<file path="src/rtl/mem_arbiter.sv">
// ---------------------------------------------------------------------------
// mem_arbiter
//
// Shares one single-port RAM between a data (load/store) port and an
// instruction-fetch port. Grants are combinational; the RAM returns read data
// one cycle after the enable, so each port's response (rvalid/rdata) appears
// one cycle after its grant. Data normally wins, but once it has won
// STARVE_LIMIT consecutive times while fetch was waiting, fetch gets one turn.
// STARVE_LIMIT must fit in CNT_W bits (at most 2^CNT_W-1) and be at least 1.
//
// Ports
//   clk, rst              clock; asynchronous active-low reset
//   d_req_i/d_we_i/d_be_i/d_addr_i/d_wdata_i   data-port request
//   d_gnt_o, d_rvalid_o, d_rdata_o             data-port grant and response
//   i_req_i/i_addr_i                           fetch-port request
//   i_gnt_o, i_rvalid_o, i_rdata_o             fetch-port grant and response
//   mem_en_o/mem_we_o/mem_be_o/mem_addr_o/mem_wdata_o, mem_rdata_i  RAM side
//   hold_flag_o           fetch requested but not granted (pipeline hold)
// ---------------------------------------------------------------------------
module mem_arbiter #(
  parameter int STARVE_LIMIT = 4,
  parameter int CNT_W        = 3
) (
  input  logic        clk,
  input  logic        rst,

  input  logic        d_req_i,
  input  logic        d_we_i,
  input  logic [3:0]  d_be_i,
  input  logic [31:0] d_addr_i,
  input  logic [31:0] d_wdata_i,
  output logic        d_gnt_o,
  output logic        d_rvalid_o,
  output logic [31:0] d_rdata_o,

  input  logic        i_req_i,
  input  logic [31:0] i_addr_i,
  output logic        i_gnt_o,
  output logic        i_rvalid_o,
  output logic [31:0] i_rdata_o,

  output logic        mem_en_o,
  output logic        mem_we_o,
  output logic [3:0]  mem_be_o,
  output logic [31:0] mem_addr_o,
  output logic [31:0] mem_wdata_o,
  input  logic [31:0] mem_rdata_i,

  output logic        hold_flag_o
);

  typedef enum logic [1:0] {
    IDLE   = 2'd0,
    RESP_D = 2'd1,
    RESP_I = 2'd2
  } resp_state_e;

  localparam logic [CNT_W-1:0] LIMIT = CNT_W'(STARVE_LIMIT);

  resp_state_e      state_q, state_d;
  logic [CNT_W-1:0] starve_cnt_q, starve_cnt_d;
  logic             d_read_q, d_read_d;

  // Arbitration. The reset level gates the grants so nothing reaches the RAM
  // while reset is held, even though requests may already be present.
  always_comb begin
    d_gnt_o = 1'b0;
    i_gnt_o = 1'b0;
    if (rst) begin
      if (d_req_i && (starve_cnt_q < LIMIT)) begin
        d_gnt_o = 1'b1;
      end else if (i_req_i) begin
        i_gnt_o = 1'b1;
      end else if (d_req_i) begin
        d_gnt_o = 1'b1;
      end
    end
  end

  assign hold_flag_o = i_req_i & ~i_gnt_o;

  // RAM request mux: all write-side fields stay zero unless data is granted.
  always_comb begin
    mem_en_o    = d_gnt_o | i_gnt_o;
    mem_we_o    = 1'b0;
    mem_be_o    = 4'h0;
    mem_addr_o  = 32'h0;
    mem_wdata_o = 32'h0;
    if (d_gnt_o) begin
      mem_we_o    = d_we_i;
      mem_be_o    = d_be_i;
      mem_addr_o  = d_addr_i;
      mem_wdata_o = d_wdata_i;
    end else if (i_gnt_o) begin
      mem_addr_o  = i_addr_i;
    end
  end

  // Starvation counter: counts data wins while fetch is waiting, saturating
  // at the limit; any fetch grant or an absent fetch request clears it.
  always_comb begin
    starve_cnt_d = starve_cnt_q;
    if (d_gnt_o && i_req_i) begin
      if (starve_cnt_q < LIMIT) begin
        starve_cnt_d = starve_cnt_q + 1'b1;
      end
    end else if (i_gnt_o || !i_req_i) begin
      starve_cnt_d = '0;
    end
  end

  // Response FSM next state. d_read remembers whether the data access was a
  // read so that a write acknowledge returns zero data instead of RAM output.
  always_comb begin
    state_d  = IDLE;
    d_read_d = 1'b0;
    if (d_gnt_o) begin
      state_d  = RESP_D;
      d_read_d = ~d_we_i;
    end else if (i_gnt_o) begin
      state_d  = RESP_I;
    end
  end

  // Response outputs, decoded from the current response state.
  always_comb begin
    d_rvalid_o = (state_q == RESP_D);
    i_rvalid_o = (state_q == RESP_I);
    d_rdata_o  = 32'h0;
    i_rdata_o  = 32'h0;
    if ((state_q == RESP_D) && d_read_q) begin
      d_rdata_o = mem_rdata_i;
    end
    if (state_q == RESP_I) begin
      i_rdata_o = mem_rdata_i;
    end
  end

  // State registers; an asynchronous reset discards any response in flight.
  always_ff @(posedge clk or negedge rst) begin
    if (!rst) begin
      state_q      <= IDLE;
      starve_cnt_q <= '0;
      d_read_q     <= 1'b0;
    end else begin
      state_q      <= state_d;
      starve_cnt_q <= starve_cnt_d;
      d_read_q     <= d_read_d;
    end
  end

endmodule

</file>
<file path="config.mk">
export PLATFORM = sky130hd
export DESIGN_NAME = mem_arbiter
export DESIGN_NICKNAME = d
export VERILOG_FILES = /design/src/rtl/mem_arbiter.sv
export SDC_FILE = /design/constraint.sdc
export NUM_CORES = 1
export LEC_CHECK = 0
export ABC_CLOCK_PERIOD_IN_PS = 2800
export BUFFER_PORTS_ARGS = -buffer_cell sky130_fd_sc_hd__buf_2
export CAP_MARGIN = 40
export CORE_AREA = 5 5 103 105
export CTS_CLUSTER_DIAMETER = 150
export DETAILED_ROUTE_END_ITERATION = 7
export DIE_AREA = 0 0 108 110
export PLACE_DENSITY_LB_ADDON = 0.15
export SLEW_MARGIN = 40
export SYNTH_ARGS = -nofsm -noshare
export SYNTH_HDL_FRONTEND = slang
export SYNTH_SLANG_ARGS = --single-unit
</file>
<file path="constraint.sdc">
create_clock -name clk -period 2.8 [get_ports clk]
set_input_delay 0.84 -clock clk [delete_from_list [all_inputs] [get_ports clk]]
set_output_delay 0.84 -clock clk [all_outputs]
set_load 0.02 [all_outputs]
</file>
==> flow_metrics.py, run 1 <==
metrics = {
    "critical_path": {
        "arrival_ns": 1.83,
        "rr_endpoint": "d_read_q",
        "data_required_time_at_the_worst_endpoint_ns": 1.96,
        "cell_count_of_the_worst_reg_to_reg_path": 3,
        "timing.rr.start": "starve_cnt_q[2]",
        "worstSetupPathType": "in2out",
        "rrSetupSlack_ns": 1.55,
        "worstSetupStartpointType": "input port",
        "critPathMaxFanout": 19,
        "startpoint": "d_req_i",
        "endpoint_kind": "primary output",
    },
    "logic_synthesis": {
        "synthesis.nets": 398,
        "synthCells": 260,
        "yosys.cell_types.count": 27,
        "yosys_warn_count": 0,
        "postSynthAreaPerCell_um2": 7.243,
        "yosys_register_bits": 6,
        "netlist_area_mm2": 0.001883,
        "synth_seq_area_share": 0.07973,
    },
    "global_route": {
        "first_global_vias": 2697,
        "maximum_number_of_pins_on_one_net_before_global_route_repair": 68,
        "grt_pass1_wl_um": 12820,
        "grt_remaining_overflow": 0,
        "grt_use_total": 0.1306,
        "antenna_found_initial": 0,
    },
    "power": {
        "maximum_vdd_ir_drop_v": 0.0001377,
        "power_density_mw_per_mm2": 192.9,
        "p_leak_nw": 2.148,
        "totalPowerFinal_w": 0.0006647,
    },
    "detailed_routing": {
        "drc_errors": 0,
        "drt_iter0_markers": 107,
        "vias": 2809,
        "postRouteAntennaNets": 0,
        "detail_route.wl_per_cell_um": 13.82,
        "detail_route.vias_per_cell": 4.328,
        "finalWirelength_um": 8972,
        "drt_first_pass_iters": 4,
    },
    "clock_tree": {
        "htree_num_levels": 1,
        "post-cts-setup-buffer-count": 0,
        "holdBufCountCts": 0,
        "clock_sinks": 6,
        "tritoncts": "built",
        "number_of_gates_given_a_new_drive_strength_after_cts": 0,
        "max_buffers_root_to_sink": 2,
        "cts-buffers-inserted": 3,
        "cts_root_buffer": "clkbuf_8",
        "worst_skew_pair.late_latency_ns": 0.22,
        "worst_setup_hold_path_clk_slew_ns": 0.04,
    },
    "layout": {
        "antenna-diode-count": 0,
        "finish.utilization": 0.3608,
        "count_of_non_filler_cells_in_the_finished_layout": 649,
        "drive_above_1_share": 0.6182,
        "syn_to_final_growth_pct": 82.99,
        "finalNetCount": 656,
        "total_non_filler_cell_area_in_the_finished_layout_mm2": 0.003446,
    },
    "timing": {
        "period_needed_ns": 2.666,
        "clock.fmax_ghz": 0.3751,
        "final_max_slew_viol_count": 0,
        "final.setup_skew_ns": 0.004777,
        "finalSetupViolations": 0,
        "tcrit_tclk_final": 0.9521,
        "timing_worst_slew_pin_value_ns": 0.2952,
        "hold_viol_final": 0,
        "slew_headroom": 0.8032,
        "timing.setup.tns_ns": 0,
        "rsz0062_at_grt": "false",
    },
    "min_path": {
        "hold_path_startpoint": "starve_cnt_q[0]",
        "timing.hold.worst_endpoint": "starve_cnt_q[0]",
        "hold_path_class": "reg2reg",
        "holdPathStages": 2,
    },
    "floorplan": {
        "fp-row-count": 36,
        "core-area_mm2": 0.009549,
        "floorplan.initialDensity": 0.1972,
        "die_width_um": 108,
        "die_height_um": 110,
        "area_enclosed_by_the_die_boundary_mm2": 0.01188,
        "design.portCount": 276,
    },
    "status": {
        "outcome": "completed",
    },
    "placed_design": {
        "placedCellCount": 646,
        "globalplace.congestion": 0.8143,
        "place.detailed.hpwl_um": 7724,
        "post_dp_cell_area_mm2": 0.003405,
        "buffer_ports.inserted": 275,
    },
    "run": {
        "cap_violations": 0,
    },
}
-- critical path: stages --
cell	delay [ns]
buf_2	0.15
a21bo_2	0.32
buf_12	0.18
o32ai_1	0.12
buf_2	0.22
-- cells in the final DEF (no fill, tap or decap) --
cell / count
a21bo_2: 1
a21boi_4: 1
a21oi_1: 3
and2_1: 64
and3_1: 37
and3b_1: 1
buf_12: 8
buf_2: 275
buf_4: 2
clkbuf_8: 3
dfrtp_1: 6
ha_1: 1
inv_1: 1
inv_2: 1
nand2_1: 64
nand2b_1: 2
nand4b_1: 2
nand4bb_1: 1
nor2_1: 3
nor2b_1: 2
nor2b_4: 1
nor3_1: 3
o21a_1: 1
o32ai_1: 5
o32ai_2: 27
or2b_1: 1
-- registers in the layout, indices dropped and copies added, names as in the netlist --
| signal | cells |
|---|---|
| state_q | 2 |
| d_read_q | 1 |
| starve_cnt_q | 3 |
-- metal layers --
layer	up-vias	part of all wire	GRT usage
li1	1410	-	-
met1	1241	0.34	0.1347
met2	154	0.53	0.2575
met3	4	0.13	0.05009
met4	0	0.0029	0.01353
met5	-	0	0
-- logic make-up after synthesis --
logic type | count (synthesis) | share of synthesized area
compound gates | 38 | 0.2837
fa+ha+maj | 1 | 0.006643
flops | 6 | 0.07973
simple gates | 181 | 0.5189
buf+inv | 34 | 0.1110
-- how the worst max path moves through the flow --
stage                     slack [ns]            end  cells past startpoint
after floorplan                 0.16  mem_addr_o[2]                      4
after global placement          0.16  mem_addr_o[3]                      5
after detailed placement        0.12  mem_addr_o[3]                      5
after CTS                       0.12  mem_addr_o[3]                      5
after global routing            0.06  mem_addr_o[3]                      5
final                           0.13  mem_addr_o[3]                      5
-- synthesized netlist by cell type --
cell type   n  area, um2
inv_1       1      3.750
ha_1        1      12.51
or2b_1      1      7.510
buf_6       8      90.09
a21oi_1     3      15.01
a21boi_4    1      18.77
o21a_1      1      7.510
o32ai_2    27      439.2
nand2b_1    2      12.51
clkbuf_2    3      15.01
a21bo_2     1      10.01
nor2_1      3      11.26
inv_2       1      3.750
nand4b_1    2      17.52
nor3_1      3      15.01
o32ai_1     5      43.79
nor2b_2     1      8.760
and3_1     37      231.5
and2_1     64      400.4
nand2_1    64      240.2
buf_2       8      40.04
and3b_1     1      8.760
clkbuf_1   11      41.29
nor2b_1     2      12.51
dfrtp_1     6      150.1
buf_4       2      15.01
nand4bb_1   1      11.26
-- layout make-up --
class                           instances  area [um2]
Timing Repair Buffer                  285        1551
Sequential cell                         6       150.1
Clock buffer                            3       41.29
Tap cell                              133       166.4
Inverter                                2       7.507
Multi-Input combinational cell        220        1529
Fill cell                            1061        6103
-- report_power, final --
part           switching, W  internal, W  leakage, nW
Clock             0.0000332    0.0000920       0.0216
Sequential       0.00000182    0.0000902       0.0811
Combinational      0.000251     0.000197         2.05
Total              0.000286     0.000379         2.15
-- per-stage QoR --
step / setup slack [ns] / hold slack (ns)
global placement: 0.1607 / 0.5575
global route: 0.06394 / 0.5937
floorplan: 0.1617 / 0.5194
CTS: 0.1201 / 0.5622
detailed placement: 0.1247 / 0.5517
finish: 0.1342 / 0.5669
Power figures use the tool's default switching activity.
==> run 2, diff against run 1 <==
--- a/config.mk
+++ b/config.mk
@@ -12,7 +12,9 @@
 export CTS_CLUSTER_DIAMETER = 150
 export DETAILED_ROUTE_END_ITERATION = 7
 export DIE_AREA = 0 0 108 110
+export MAX_ROUTING_LAYER = met4
 export PLACE_DENSITY_LB_ADDON = 0.15
+export SETUP_SLACK_MARGIN = 0.5
 export SLEW_MARGIN = 40
 export SYNTH_ARGS = -nofsm -noshare
 export SYNTH_HDL_FRONTEND = slang
==> constraint.sdc (replaced) <==
create_clock -name clk -period 2.8 [get_ports clk]
set_input_delay 0.56 -clock clk [delete_from_list [all_inputs] [get_ports clk]]
set_output_delay 0.56 -clock clk [all_outputs]
set_load 0.02 [all_outputs]
==> run 2 against run 1 <==
Global-route usage up 0.21 points. Critical path type is now reg2out. Critical path depth is 2 lower. Critical endpoint is now mem_addr_o[0]. Largest cell class is now multi-input gates. Core utilization decreased by 0.77 points. First-iteration DRC count increased by 9.3%.
==> flow_metrics.py, run 2 (synthesis gave the netlist of run 1 again) <==
metrics = {
    "timing": {
        "timing.final.ws_setup_ns": 0.5737,
        "tcrit_tclk_final": 0.7951,
        "rsz0062_at_grt": "false",
        "finalSetupViolations": 0,
        "timing.setup.tns_ns": 0,
        "period_needed_ns": 2.226,
        "slew_headroom": 0.6293,
        "timing_worst_slew_pin_value_ns": 0.5560,
        "final_max_slew_viol_count": 0,
        "final.setup_skew_ns": 0.001620,
        "clock.fmax_ghz": 0.4492,
        "holdWs_ns": 0.3486,
        "hold_viol_final": 0,
    },
    "run": {
        "cap_violations": 0,
    },
    "floorplan": {
        "die_height_um": 110,
        "core-area_mm2": 0.009549,
        "area_enclosed_by_the_die_boundary_mm2": 0.01188,
        "design.portCount": 276,
        "fp-row-count": 36,
        "die_width_um": 108,
        "floorplan.initialDensity": 0.1972,
    },
    "placed_design": {
        "place.detailed.hpwl_um": 7586,
        "placement.setup.worst_slack_ns": 0.5831,
        "globalplace.congestion": 0.8475,
        "buffer_ports.inserted": 275,
    },
    "layout": {
        "filler_cell_count": 1066,
        "finish.utilization": 0.3531,
        "largest_register_ff_count": 3,
        "layout.cells.most_common_list": "buf_2, nand2_1, and2_1",
        "mostFrequentLayoutCell": "buf_2",
        "syn_to_final_growth_pct": 79.07,
        "area_of_the_multi_input_gates_mm2": 0.001545,
        "largest-register": "starve_cnt_q",
        "drive_above_1_share": 0.6175,
        "biggestRegsByFlops": "starve_cnt_q: 3 flops, state_q: 2 flops, d_read_q: 1 flops",
        "sequential_cell_area_um2": 150.1,
        "antenna-diode-count": 0,
        "finalNetCount": 655,
    },
    "power": {
        "maximum_vdd_ir_drop_v": 0.0001389,
        "p_leak_nw": 2.118,
        "totalPowerFinal_w": 0.0006520,
        "power_density_mw_per_mm2": 193.4,
    },
    "clock_tree": {
        "clock_sinks": 6,
        "cts_root_buffer": "clkbuf_8",
        "number_of_gates_given_a_new_drive_strength_after_cts": 0,
        "worst_setup_hold_path_clk_slew_ns": 0.04,
        "htree_num_levels": 1,
        "max_buffers_root_to_sink": 2,
        "tritoncts": "built",
        "holdBufCountCts": 0,
        "cts-buffers-inserted": 3,
        "post-cts-setup-buffer-count": 0,
        "worst_skew_pair.late_latency_ns": 0.22,
    },
    "detailed_routing": {
        "drt_iter0_markers": 117,
        "vias": 2813,
        "detail_route.wl_per_cell_um": 13.91,
        "drc_errors": 0,
        "postRouteAntennaNets": 0,
        "detail_route.vias_per_cell": 4.341,
        "finalWirelength_um": 9011,
        "drt_first_pass_iters": 4,
    },
    "critical_path": {
        "timing.rr.start": "starve_cnt_q[2]",
        "critPathMaxFanout": 17,
        "worstSetupStartpointType": "register",
        "rrSetupSlack_ns": 1.43,
        "startpoint": "starve_cnt_q[2]",
        "worstSetupPathType": "reg2out",
        "arrival_ns": 1.67,
        "path_cells": "a21bo_2, o32ai_1, buf_2",
        "endpoint_kind": "primary output",
        "cp_slowest_stage_delay_ns": 0.57,
        "data_required_time_at_the_worst_endpoint_ns": 2.24,
        "cell_with_the_largest_stage_delay_on_the_worst_path": "a21bo_2",
    },
    "global_route": {
        "first_global_vias": 2601,
        "grt_pass1_wl_um": 12480,
        "maximum_number_of_pins_on_one_net_before_global_route_repair": 72,
        "grt_remaining_overflow": 0,
        "grt_use_total": 0.1327,
        "antenna_found_initial": 0,
    },
    "min_path": {
        "hold_path_class": "in2async",
    },
    "status": {
        "outcome": "completed",
    },
}
-- run 2: per-layer routing --
layer,track usage,share of wire,vias up
li1,-,-,1412
met1,0.1410,0.36,1234
met2,0.2473,0.52,161
met3,0.03727,0.11,6
met4,0.02615,0.011,0
met5,-,0,-
-- run 2: layout make-up --
cell class | count | share of cell area
flip-flops and latches | 6 | 0.04453
repair buffers | 283 | 0.4334
clock buffers | 3 | 0.01224
well taps | 133 | 0.04935
multi-input cells | 221 | 0.4583
inverters | 2 | 0.002226
-- run 2: power by group --
part	leakage, nW	switching, W	internal, W	total, W
logic	2.02	0.000248	0.000185	0.000433
clock network	0.0216	0.0000350	0.0000922	0.000127
registers	0.0811	0.00000173	0.0000902	0.0000919
total	2.12	0.000285	0.000367	0.000652
-- run 2: metrics by stage --
step	instance area (um2)	std cells
floorplan	1883	260
global placement	3314	644
detailed placement	3321	644
CTS	3362	647
global route	3372	648
finish	3372	648
-- run 2: final timing paths --
check                                  end  cells after the start
min in group clk                  d_read_q                      2
min                        starve_cnt_q[1]                      2
max                          mem_addr_o[0]                      3
min reg2reg                starve_cnt_q[1]                      2
max in group asynchronous  starve_cnt_q[2]                      2
max reg2reg                     state_q[0]                      2
-- run 2: critical path: cells and delay by family, from the launching register on --
kind / cells / cell delay (ns)
AOI/OAI and AO/OA: 2 / 0.71
DFF: 1 / 0.54
buffers and inverters: 1 / 0.19
==> run 3, diff against run 2 <==
--- a/config.mk
+++ b/config.mk
@@ -5,7 +5,7 @@
 export SDC_FILE = /design/constraint.sdc
 export NUM_CORES = 1
 export LEC_CHECK = 0
-export ABC_CLOCK_PERIOD_IN_PS = 2800
+export ABC_CLOCK_PERIOD_IN_PS = 2300
 export BUFFER_PORTS_ARGS = -buffer_cell sky130_fd_sc_hd__buf_2
 export CAP_MARGIN = 40
 export CORE_AREA = 5 5 103 105
==> constraint.sdc (replaced) <==
create_clock -name clk -period 2.3 [get_ports clk]
set_input_delay 0.46 -clock clk [delete_from_list [all_inputs] [get_ports clk]]
set_output_delay 0.46 -clock clk [all_outputs]
set_load 0.02 [all_outputs]
==> run 3 against run 2 <==
Clock power rose by 28%. First-iteration DRC count rose by 26%. Combinational power rose by 91%. Power rose by 69%. Count of clock-buffer cells in the layout did not move. Clock skew rose by 0.0025 ns. Core utilization rose by 17 points. Hold slack got worse by 0.053 ns. Sequential cell count did not move. Setup slack got worse by 0.21 ns. Critical path depth rose by 2. Critical path type unchanged. Critical endpoint is now mem_wdata_o[8].
==> flow_metrics.py, run 3 (synthesis gave the netlist of run 1 again) <==
metrics = {
    "timing": {
        "rsz0062_at_grt": "true",
        "finalSetupViolations": 0,
        "clock.fmax_ghz": 0.5171,
        "final.setup_skew_ns": 0.004154,
        "slew_headroom": 0.7425,
        "timing_worst_slew_pin_value_ns": 0.3862,
        "timing.setup.tns_ns": 0,
        "hold_viol_final": 0,
        "final_max_slew_viol_count": 0,
        "timing.final.ws_setup_ns": 0.3662,
        "tcrit_tclk_final": 0.8408,
        "period_needed_ns": 1.934,
    },
    "floorplan": {
        "fp-row-count": 36,
        "die_width_um": 108,
        "area_enclosed_by_the_die_boundary_mm2": 0.01188,
        "floorplan.initialDensity": 0.1972,
        "die_height_um": 110,
        "design.portCount": 276,
        "core-area_mm2": 0.009549,
    },
    "placed_design": {
        "buffer_ports.inserted": 275,
        "globalplace.congestion": 0.7964,
        "placement.setup.worst_slack_ns": 0.2816,
        "place.detailed.hpwl_um": 7801,
    },
    "power": {
        "p_leak_nw": 2.461,
        "maximum_vdd_ir_drop_v": 0.0001376,
        "totalPowerFinal_w": 0.001099,
        "power_density_mw_per_mm2": 219.8,
    },
    "critical_path": {
        "critPathMaxFanout": 9,
        "cell_count_of_the_worst_reg_to_reg_path": 4,
        "rr_endpoint": "state_q[1]",
        "endpoint_kind": "primary output",
        "rrSetupSlack_ns": 1.18,
        "worstSetupStartpointType": "register",
        "timing.rr.start": "starve_cnt_q[2]",
        "worstSetupPathType": "reg2out",
        "arrival_ns": 1.47,
        "data_required_time_at_the_worst_endpoint_ns": 1.84,
    },
    "global_route": {
        "grt_pass1_wl_um": 13980,
        "grt_remaining_overflow": 0,
        "maximum_number_of_pins_on_one_net_before_global_route_repair": 39,
        "grt_use_total": 0.1502,
        "antenna_found_initial": 0,
        "first_global_vias": 2842,
    },
    "clock_tree": {
        "max_buffers_root_to_sink": 2,
        "worst_setup_hold_path_clk_slew_ns": 0.04,
        "cts_root_buffer": "clkbuf_8",
        "holdBufCountCts": 0,
        "tritoncts": "built",
        "worst_skew_pair.late_latency_ns": 0.23,
        "cts-buffers-inserted": 3,
        "clock_sinks": 6,
        "htree_num_levels": 1,
    },
    "layout": {
        "mostFrequentLayoutCell": "buf_2",
        "drive_above_1_share": 0.7491,
        "filler_cell_count": 889,
        "syn_to_final_growth_pct": 165.6,
        "biggestRegsByFlops": "starve_cnt_q: 3 flops, state_q: 2 flops, d_read_q: 1 flops",
        "largest-register": "starve_cnt_q",
        "largest_register_ff_count": 3,
        "finalNetCount": 678,
        "finish.utilization": 0.5237,
        "layout.cells.most_common_list": "buf_2, buf_6, nand2_1",
        "antenna-diode-count": 0,
    },
    "detailed_routing": {
        "drc_errors": 0,
        "vias": 3053,
        "detail_route.vias_per_cell": 4.550,
        "finalWirelength_um": 11970,
        "postRouteAntennaNets": 0,
        "drt_iter0_markers": 148,
        "drt_first_pass_iters": 4,
        "detail_route.wl_per_cell_um": 17.84,
    },
    "min_path": {
        "hold_path_class": "in2async",
    },
    "status": {
        "outcome": "completed",
    },
    "run": {
        "cap_violations": 0,
    },
}
[run 3: final cells by class]
cell class	instances	area, um2	share of cell area
clock buffers	3	41.29	0.008256
inverters	2	7.507	0.001501
multi-input cells	220	2069	0.4138
flip-flops and latches	6	151.4	0.03027
well taps	133	166.4	0.03328
repair buffers	307	2565	0.5129
[run 3: metal layers]
| layer | vias to the layer above | track usage | share of wire | wire [um] |
|---|---|---|---|---|
| li1 | 1468 | - | - | - |
| met1 | 1414 | 0.1609 | 0.37 | 4395 |
| met2 | 159 | 0.2926 | 0.55 | 6546 |
| met3 | 12 | 0.02563 | 0.075 | 899 |
| met4 | 0 | 0.02615 | 0.011 | 130 |
| met5 | - | - | 0 | 0 |
[run 3: worst max-delay path by stage]
stage	end	slack, ns	start	cells after the start
2_1_floorplan	mem_addr_o[22]	0.53	rst	4
3_3_place_gp	mem_addr_o[8]	0.28	d_req_i	5
3_5_place_dp	mem_addr_o[11]	0.28	d_req_i	5
4_1_cts	mem_wdata_o[30]	0.39	starve_cnt_q[2]	4
5_1_grt	mem_wdata_o[12]	0.32	starve_cnt_q[2]	5
6_report	mem_wdata_o[8]	0.37	starve_cnt_q[2]	5
[run 3: metrics by stage]
step,hold slack (ns),cells,cell area (um2)
after floorplan,0.1644,260,2140
after global placement,0.4930,648,3601
after detailed placement,0.4868,648,3601
after CTS,0.4286,655,3938
after global routing,0.3086,671,5001
final,0.2954,671,5001
[run 3: worst max-delay path, cell delays in order, from the launching register on]
cell and delay [ns]:
dfrtp_2 0.46, a21boi_4 0.17, buf_12 0.15, buf_8 0.13, and3_1 0.20, buf_6 0.13
[run 3: timing repair]
item                       CTS  global route
cloned                       2            14
pin swaps                    1            72
resized for setup           68           219
setup buffers                2             2
setup endpoints to repair  105           136
[run 3: power by group]
part           total, W  leakage, nW  internal, W  switching [W]
registers      0.000112       0.0794     0.000110     0.00000242
clock network  0.000162       0.0216     0.000113      0.0000495
logic          0.000825         2.36     0.000418       0.000407
